<file path="config.mk">
export PLATFORM = sky130hd
export DESIGN_NAME = uart_tx_ctrl
export DESIGN_NICKNAME = d
export VERILOG_FILES = /design/src/rtl/uart_tx_ctrl.sv
export SDC_FILE = /design/constraint.sdc
export NUM_CORES = 1
export LEC_CHECK = 0
export ABC_AREA = 1
export BUFFER_PORTS_ARGS = -buffer_cell sky130_fd_sc_hd__buf_4
export CORE_MARGIN = 5
export CORE_UTILIZATION = 55
export CTS_CLUSTER_DIAMETER = 200
export DETAILED_ROUTE_END_ITERATION = 8
export PLACE_DENSITY_LB_ADDON = 0.2
export SYNTH_ARGS = -nofsm -noshare
export SYNTH_HDL_FRONTEND = slang
export SYNTH_SLANG_ARGS = --single-unit
</file>
<file path="constraint.sdc">
create_clock -name clk -period 2.45 [get_ports clk]
set_input_delay 0.1225 -clock clk [delete_from_list [all_inputs] [get_ports clk]]
set_output_delay 0.1225 -clock clk [all_outputs]
set_load 0.01 [all_outputs]
</file>
<file path="src/rtl/uart_tx_ctrl.sv">
// rtl/uart_tx_ctrl.sv - UART transmit frame controller driving an external LSB-first shifter
module uart_tx_ctrl #(
  parameter int unsigned BAUD_DIV = 5208
) (
  input  logic       clk,
  input  logic       rst,
  input  logic       tx_start,
  input  logic [7:0] tx_data,
  input  logic       shift_txd,
  output logic       load,
  output logic [7:0] din,
  output logic       en,
  output logic       txd,
  output logic       busy,
  output logic       done
);

  typedef enum logic [1:0] {IDLE, START, DATA, STOP} state_t;

  localparam logic [15:0] BAUD_LAST = 16'(BAUD_DIV - 1);

  state_t      state_q, state_d;
  logic [15:0] baud_cnt_q, baud_cnt_d;
  logic [2:0]  bit_cnt_q, bit_cnt_d;
  logic        txd_q, done_q, done_d;
  logic        line;
  logic        tick;

  assign tick = (baud_cnt_q == BAUD_LAST) && (state_q != IDLE);

  always_comb begin
    state_d    = state_q;
    baud_cnt_d = tick ? 16'd0 : baud_cnt_q + 16'd1;
    bit_cnt_d  = bit_cnt_q;
    done_d     = 1'b0;
    line       = 1'b1;
    load       = 1'b0;
    en         = 1'b0;
    case (state_q)
      IDLE: begin
        baud_cnt_d = 16'd0;
        load       = tx_start && !rst;
        if (tx_start) state_d = START;
      end
      START: begin
        line = 1'b0;
        if (tick) begin
          state_d   = DATA;
          bit_cnt_d = 3'd0;
        end
      end
      DATA: begin
        // The shifter advances on the same edge that ends the current bit.
        line = shift_txd;
        en   = tick && !rst;
        if (tick) begin
          bit_cnt_d = bit_cnt_q + 3'd1;
          if (bit_cnt_q == 3'd7) state_d = STOP;
        end
      end
      STOP: begin
        if (tick) begin
          state_d = IDLE;
          done_d  = 1'b1;
        end
      end
    endcase
  end

  always_ff @(posedge clk) begin
    if (rst) begin
      state_q    <= IDLE;
      baud_cnt_q <= 16'd0;
      bit_cnt_q  <= 3'd0;
      txd_q      <= 1'b1;
      done_q     <= 1'b0;
    end else begin
      state_q    <= state_d;
      baud_cnt_q <= baud_cnt_d;
      bit_cnt_q  <= bit_cnt_d;
      txd_q      <= line;
      done_q     <= done_d;
    end
  end

  assign din  = tx_data;
  assign txd  = txd_q;
  assign busy = (state_q != IDLE);
  assign done = done_q;

endmodule
</file>
==> results of run 1 <==
## where the power goes
| part | total (W) | internal [W] | switching [W] |
|---|---|---|---|
| combinational | 0.000252 | 0.0000959 | 0.000156 |
| clock | 0.000181 | 0.0000612 | 0.000120 |
| sequential | 0.000428 | 0.000404 | 0.0000243 |
| total | 0.000862 | 0.000561 | 0.000301 |
## cells by family after synthesis
kind of cell / share of synthesized area, %
xor+xnor: 2.03
simple gates: 37.7
fa+ha+maj: 7.73
compound gates: 3.09
buf+inv: 13.9
flops: 35.6
## per-layer routing
| metal | vias to the layer above | wire, um | global-route usage [%] |
|---|---|---|---|
| li1 | 568 | - | - |
| met1 | 489 | 1060 | 17.9 |
| met2 | 29 | 1210 | 27.8 |
| met3 | 7 | 117 | 3.51 |
| met4 | 0 | 64 | 10.6 |
| met5 | - | 0 | 0 |
## final cells by class
class | instances | share of cell area (%)
Multi-Input combinational cell | 121 | 47.8
Sequential cell | 23 | 33.6
Inverter | 30 | 8.22
Timing Repair Buffer | 10 | 5.84
Tap cell | 28 | 2.56
Clock buffer | 3 | 1.64
Clock inverter | 1 | 0.365
## cell usage in the layout, fill, tap and decap left out, types with 5 or more instances in the layout
| cell | count |
|---|---|
| nand2_1 | 40 |
| inv_1 | 27 |
| nor2_1 | 25 |
| dfxtp_1 | 23 |
| nand3_1 | 15 |
| ha_1 | 8 |
| buf_4 | 8 |
| a21oi_1 | 7 |
| nor3_1 | 5 |
## worst paths after layout
kind,startpoint,to,slack [ns],cells after the start
max reg2reg,state_q[0],baud_cnt_q[12],0.72,10
max,state_q[0],en,0.56,10
min,tx_data[2],din[2],0.25,0
min reg2reg,baud_cnt_q[0],baud_cnt_q[0],0.48,1
## metrics by stage
| stage | hold WS [ns] | worst slack, ns | area [um^2] | cells |
|---|---|---|---|---|
| 6_report | 0.245 | 0.560 | 1370 | 216 |
| 5_1_grt | 0.245 | 0.357 | 1370 | 216 |
| 4_1_cts | 0.234 | 0.537 | 1370 | 216 |
| 3_5_place_dp | 0.245 | 0.719 | 1320 | 210 |
| 3_3_place_gp | 0.245 | 0.832 | 1320 | 210 |
| 2_1_floorplan | 0.199 | 1.05 | 1290 | 183 |
## sequential cells by signal, indices dropped and copies added (netlist names)
signal and count:
state_q 2, done 1, baud_cnt_q 16, txd 1
bit_cnt_q 3
## repair_timing
| action | in CTS | in global routing |
|---|---|---|
| buffers inserted | 0 | 0 |
| endpoints found under the hold margin | 2 | 0 |
| hold buffers | 2 | 0 |
| endpoints found under the setup margin | 0 | 0 |
## worst register-to-register path, delay by kind of cell, from the launching register on
family        cells  cell delay, ns
simple gates      6            0.72
buf+inv           3            0.29
flops             1            0.41
fa+ha+maj         1            0.23
==> results_dict.tcl, run 1 <==
set metrics [dict create \
    hold_violations 0 \
    clk_pin_slew_ns 0.13 \
    drtIter0Drc 18 \
    p_leak_nw 0.624 \
    finalSetupViolations 0 \
    required_ns 2.33 \
    multi_input_area_um2 654 \
    fin_nets 209 \
    clockBufferDepth 2 \
    path_delay_family "simple AND/OR/NAND/NOR gates" \
    max_stage_delay_ns 0.41 \
    nFillCells 222 \
    setup.worst_path.start_class "register" \
    die-area_um2 3430 \
    maxCapViolCount 0 \
    dr.pass1.iters 6 \
    synth.area.top_cells "dfxtp_1, nand2_1, inv_1, ha_1, nor2_1" \
    relSlewSlack_pct 63.6 \
    cts_made_buffers 3 \
    finalSetupTns_ns 0 \
    fin_worst_skew_ns 0.00376 \
    ctsResizeCount 0 \
    critPathSlowestCell "dfxtp_1" \
    path_common_cell "inv_2" \
    synth_edf_count 0 \
    overflow 0 \
    hpwlAfterDp_mm 1.96 \
    start_util_pct 58.0 \
    diodes 0 \
    synthTopCellsByCount "nand2_1, inv_1, nor2_1" \
    endpoint_kind "output pin" \
    finalCritPeriodShare_pct 77.1 \
    wl_per_cell_um 11.4 \
    cts.sinks 23 \
    die_y_um 58.5 \
    drv_slew 0 \
    fin_crit_ns 1.89 \
    cts_root_buf "clkbuf_4" \
    powerDensity_nw_per_um2 629 \
    worstSetupPathType "reg -> out" \
    critical_path_arrival_ns 1.77 \
    io_pins 25 \
    vias 1093 \
    rsz0062_at_grt "false" \
    htreeDepth 1 \
    avgSynthCellArea_um2 7.08 \
    fin_total_pwr_w 0.000862 \
    synth_cells 183 \
    grt_pass1_vias 1065 \
    route.antenna.remaining_nets 0 \
    path_cells "inv_1 -> ha_1 -> nor2_1 -> nand2_1 -> nor2_2 -> nand2_2 -> inv_2 -> nand3_2 -> inv_2 -> buf_4" \
    synth.most_common_cell "nand2_1" \
    yosysTopAreaCellShare_pct 35.6 \
    cts_tree "done" \
    rows 17 \
    seq_area_um2 460 \
    die-width_um 58.5 \
    drc_errors 0 \
    synth.distinct_cells 23 \
    ys_seq_elements 23 \
    track_usage_pct 16.2 \
    yosysSeqAreaShare_pct 35.6 \
    ys.flop_type "dfxtp_1" \
    antenna_found_initial 0 \
    io_buffer_count 8 \
    peakVddDrop_mv 0.394 \
    syn-num-nets 203 \
    totalWireLength_mm 2.46 \
    cp_max_fo 4 \
    synth_area_um2 1290 \
    grt_max_degree 14 \
    synth_area_leader_cell "dfxtp_1" \
    place_congestion 0.810 \
    synth_warnings 0 \
    fin_util_pct 61.3 \
    hp-class "in -> out" \
    tightest_slew_ns 0.542 \
    core_region_area_um2 2230 \
    outcome "finished clean" \
    syn_to_final_growth_pct 5.80 \
    drive_above_1_share_pct 15.4 \
    synthArstFlopShare_pct 0 \
    vias_per_cell 5.06 \
    crit_buf_inv 4 \
    clock.fmax_mhz 529 \
    clock_latency_ns 0.32 \
    grt_pass1_wl_mm 4.39 \
]
Power figures use the tool's default switching activity.
==> run 2, diff against run 1 <==
--- a/config.mk
+++ b/config.mk
@@ -8,7 +8,7 @@
 export ABC_AREA = 1
 export BUFFER_PORTS_ARGS = -buffer_cell sky130_fd_sc_hd__buf_4
 export CORE_MARGIN = 5
-export CORE_UTILIZATION = 55
+export CORE_UTILIZATION = 49
 export CTS_CLUSTER_DIAMETER = 200
 export DETAILED_ROUTE_END_ITERATION = 8
 export PLACE_DENSITY_LB_ADDON = 0.2
==> constraint.sdc (replaced) <==
create_clock -name clk -period 1.68 [get_ports clk]
set_input_delay 0.084 -clock clk [delete_from_list [all_inputs] [get_ports clk]]
set_output_delay 0.084 -clock clk [all_outputs]
set_load 0.01 [all_outputs]
==> results_dict.tcl, run 2 (synthesis results as in run 1) <==
set metrics [dict create \
    start_util_pct 51.8 \
    multi_input_area_um2 679 \
    vias_per_cell 5.03 \
    regMostFlops "baud_cnt_q" \
    syn_to_final_growth_pct 16.0 \
    grt_pass1_wl_mm 4.40 \
    p_leak_nw 0.689 \
    critical_path_arrival_ns 1.87 \
    maxCapViolCount 0 \
    max_stage_delay_ns 0.36 \
    die-width_um 61.4 \
    cts_tree "done" \
    overflow 0 \
    cts_made_buffers 3 \
    drv_slew 0 \
    io_buffer_count 8 \
    drc_errors 0 \
    fin_util_pct 60.1 \
    antenna_found_initial 0 \
    path_cells "inv_2 -> ha_4 -> nor2_2 -> nand2_1 -> nor2_2 -> buf_4 -> buf_4 -> buf_4 -> nand3_1 -> nand2_2 -> nand3_1 -> nand2_1 -> nor2_1" \
    crit_buf_inv 4 \
    fin_worst_skew_ns 0.00445 \
    p_sw_share_pct 34.2 \
    path_common_cell "buf_4" \
    cts_root_buf "clkbuf_4" \
    hp-class "in -> out" \
    drive_above_1_share_pct 25.9 \
    pwr-share-comb_pct 37.4 \
    nFillCells 232 \
    totalWireLength_mm 2.61 \
    seq_area_um2 465 \
    diodes 0 \
    rows 18 \
    io_pins 25 \
    rsz0062_at_grt "true" \
    htreeDepth 1 \
    fin_crit_ns 1.66 \
    final_common_cell "nand2_1" \
    cts.sinks 23 \
    wl_per_cell_um 11.3 \
    cp_max_fo 4 \
    route.antenna.remaining_nets 0 \
    stdcell_count 231 \
    p_seq_share_pct 44.6 \
    powerDensity_nw_per_um2 928 \
    relSlewSlack_pct 78.9 \
    largest_register_ff_count 16 \
    endpoint_kind "register" \
    clock.fmax_mhz 602 \
    fin_nets 222 \
    finalCritPeriodShare_pct 98.8 \
    drtIter0Drc 33 \
    vias 1161 \
    internal_power_w 0.000919 \
    clock_latency_ns 0.30 \
    largest_registers "baud_cnt_q: 16 flops, bit_cnt_q: 3 flops, state_q: 2 flops" \
    hold_violations 0 \
    die_y_um 61.4 \
    outcome "finished clean" \
    finalSetupViolations 0 \
    clockBufferDepth 2 \
    track_usage_pct 15.5 \
    dr.pass1.iters 4 \
    pwr-share-clk_pct 18.0 \
    tightest_slew_ns 0.313 \
    hpwlAfterDp_mm 1.93 \
    clk_pin_slew_ns 0.12 \
    place_inst 214 \
    critPathSlowestCell "dfxtp_2" \
    p_sw_w 0.000477 \
    setup.worst_path.start_class "register" \
    grt_max_degree 13 \
    required_ns 1.89 \
    finalSetupTns_ns 0 \
    final_cell_mix "nand2_1, inv_1, nor2_1" \
    die-area_um2 3770 \
    grt_pass1_vias 1089 \
    place_congestion 0.829 \
    peakVddDrop_mv 0.712 \
    worstSetupPathType "reg -> reg" \
    path_delay_family "simple AND/OR/NAND/NOR gates" \
    core_region_area_um2 2500 \
]
run 2: power groups by stage:
| stage | logic (W) | clock network [W] | registers [W] |
|---|---|---|---|
| after detailed placement | 0.000382 | 0 | 0.000635 |
| after global placement | 0.000366 | 0 | 0.000632 |
| after CTS | 0.000426 | 0.000267 | 0.000619 |
| after floorplan | 0.000283 | 0 | 0.000634 |
| after global routing | 0.000584 | 0.000288 | 0.000628 |
| final | 0.000522 | 0.000251 | 0.000623 |
run 2: worst paths after layout:
| path | start | endpoint | slack (ns) | depth (start not counted) |
|---|---|---|---|---|
| hold / removal | tx_data[3] | din[3] | 0.17 | 0 |
| setup / recovery | state_q[1] | state_q[0] | 0.02 | 13 |
| setup reg to reg | state_q[1] | state_q[0] | 0.02 | 13 |
| hold reg to reg | baud_cnt_q[0] | baud_cnt_q[0] | 0.44 | 1 |
run 2: what timing repair did:
item                                    CTS  global route
hold endpoints to repair                  2             0
hold buffers                              2             0
setup buffers                             7             4
cloned                                    0             0
pin swaps                                 1             4
endpoints found under the setup margin    1             6
resized for setup                         5             8
run 2: cell type report:
class                           count  share of cell area (%)
Inverter                           30                    7.49
Tap cell                           30                    2.50
Timing Repair Buffer               23                    12.1
Clock buffer                        4                    1.75
Multi-Input combinational cell    121                    45.2
Sequential cell                    23                    31.0
run 2: metrics by stage:
stage	setup WS (ns)	total power, W	hold slack (ns)	cell area [um^2]
floorplan	0.285	0.000917	0.161	1290
global placement	0.169	0.000998	0.168	1340
detailed placement	0.0818	0.00102	0.168	1340
CTS	0.0114	0.00131	0.168	1450
global route	-0.116	0.00150	0.168	1500
finish	0.0198	0.00140	0.168	1500
run 2: layer usage:
metal | share of wire [%] | global-route usage, %
met5 | 0 | 0
met4 | 2.1 | 5.15
met3 | 4.0 | 3.77
met2 | 45 | 25.5
met1 | 49 | 19.9
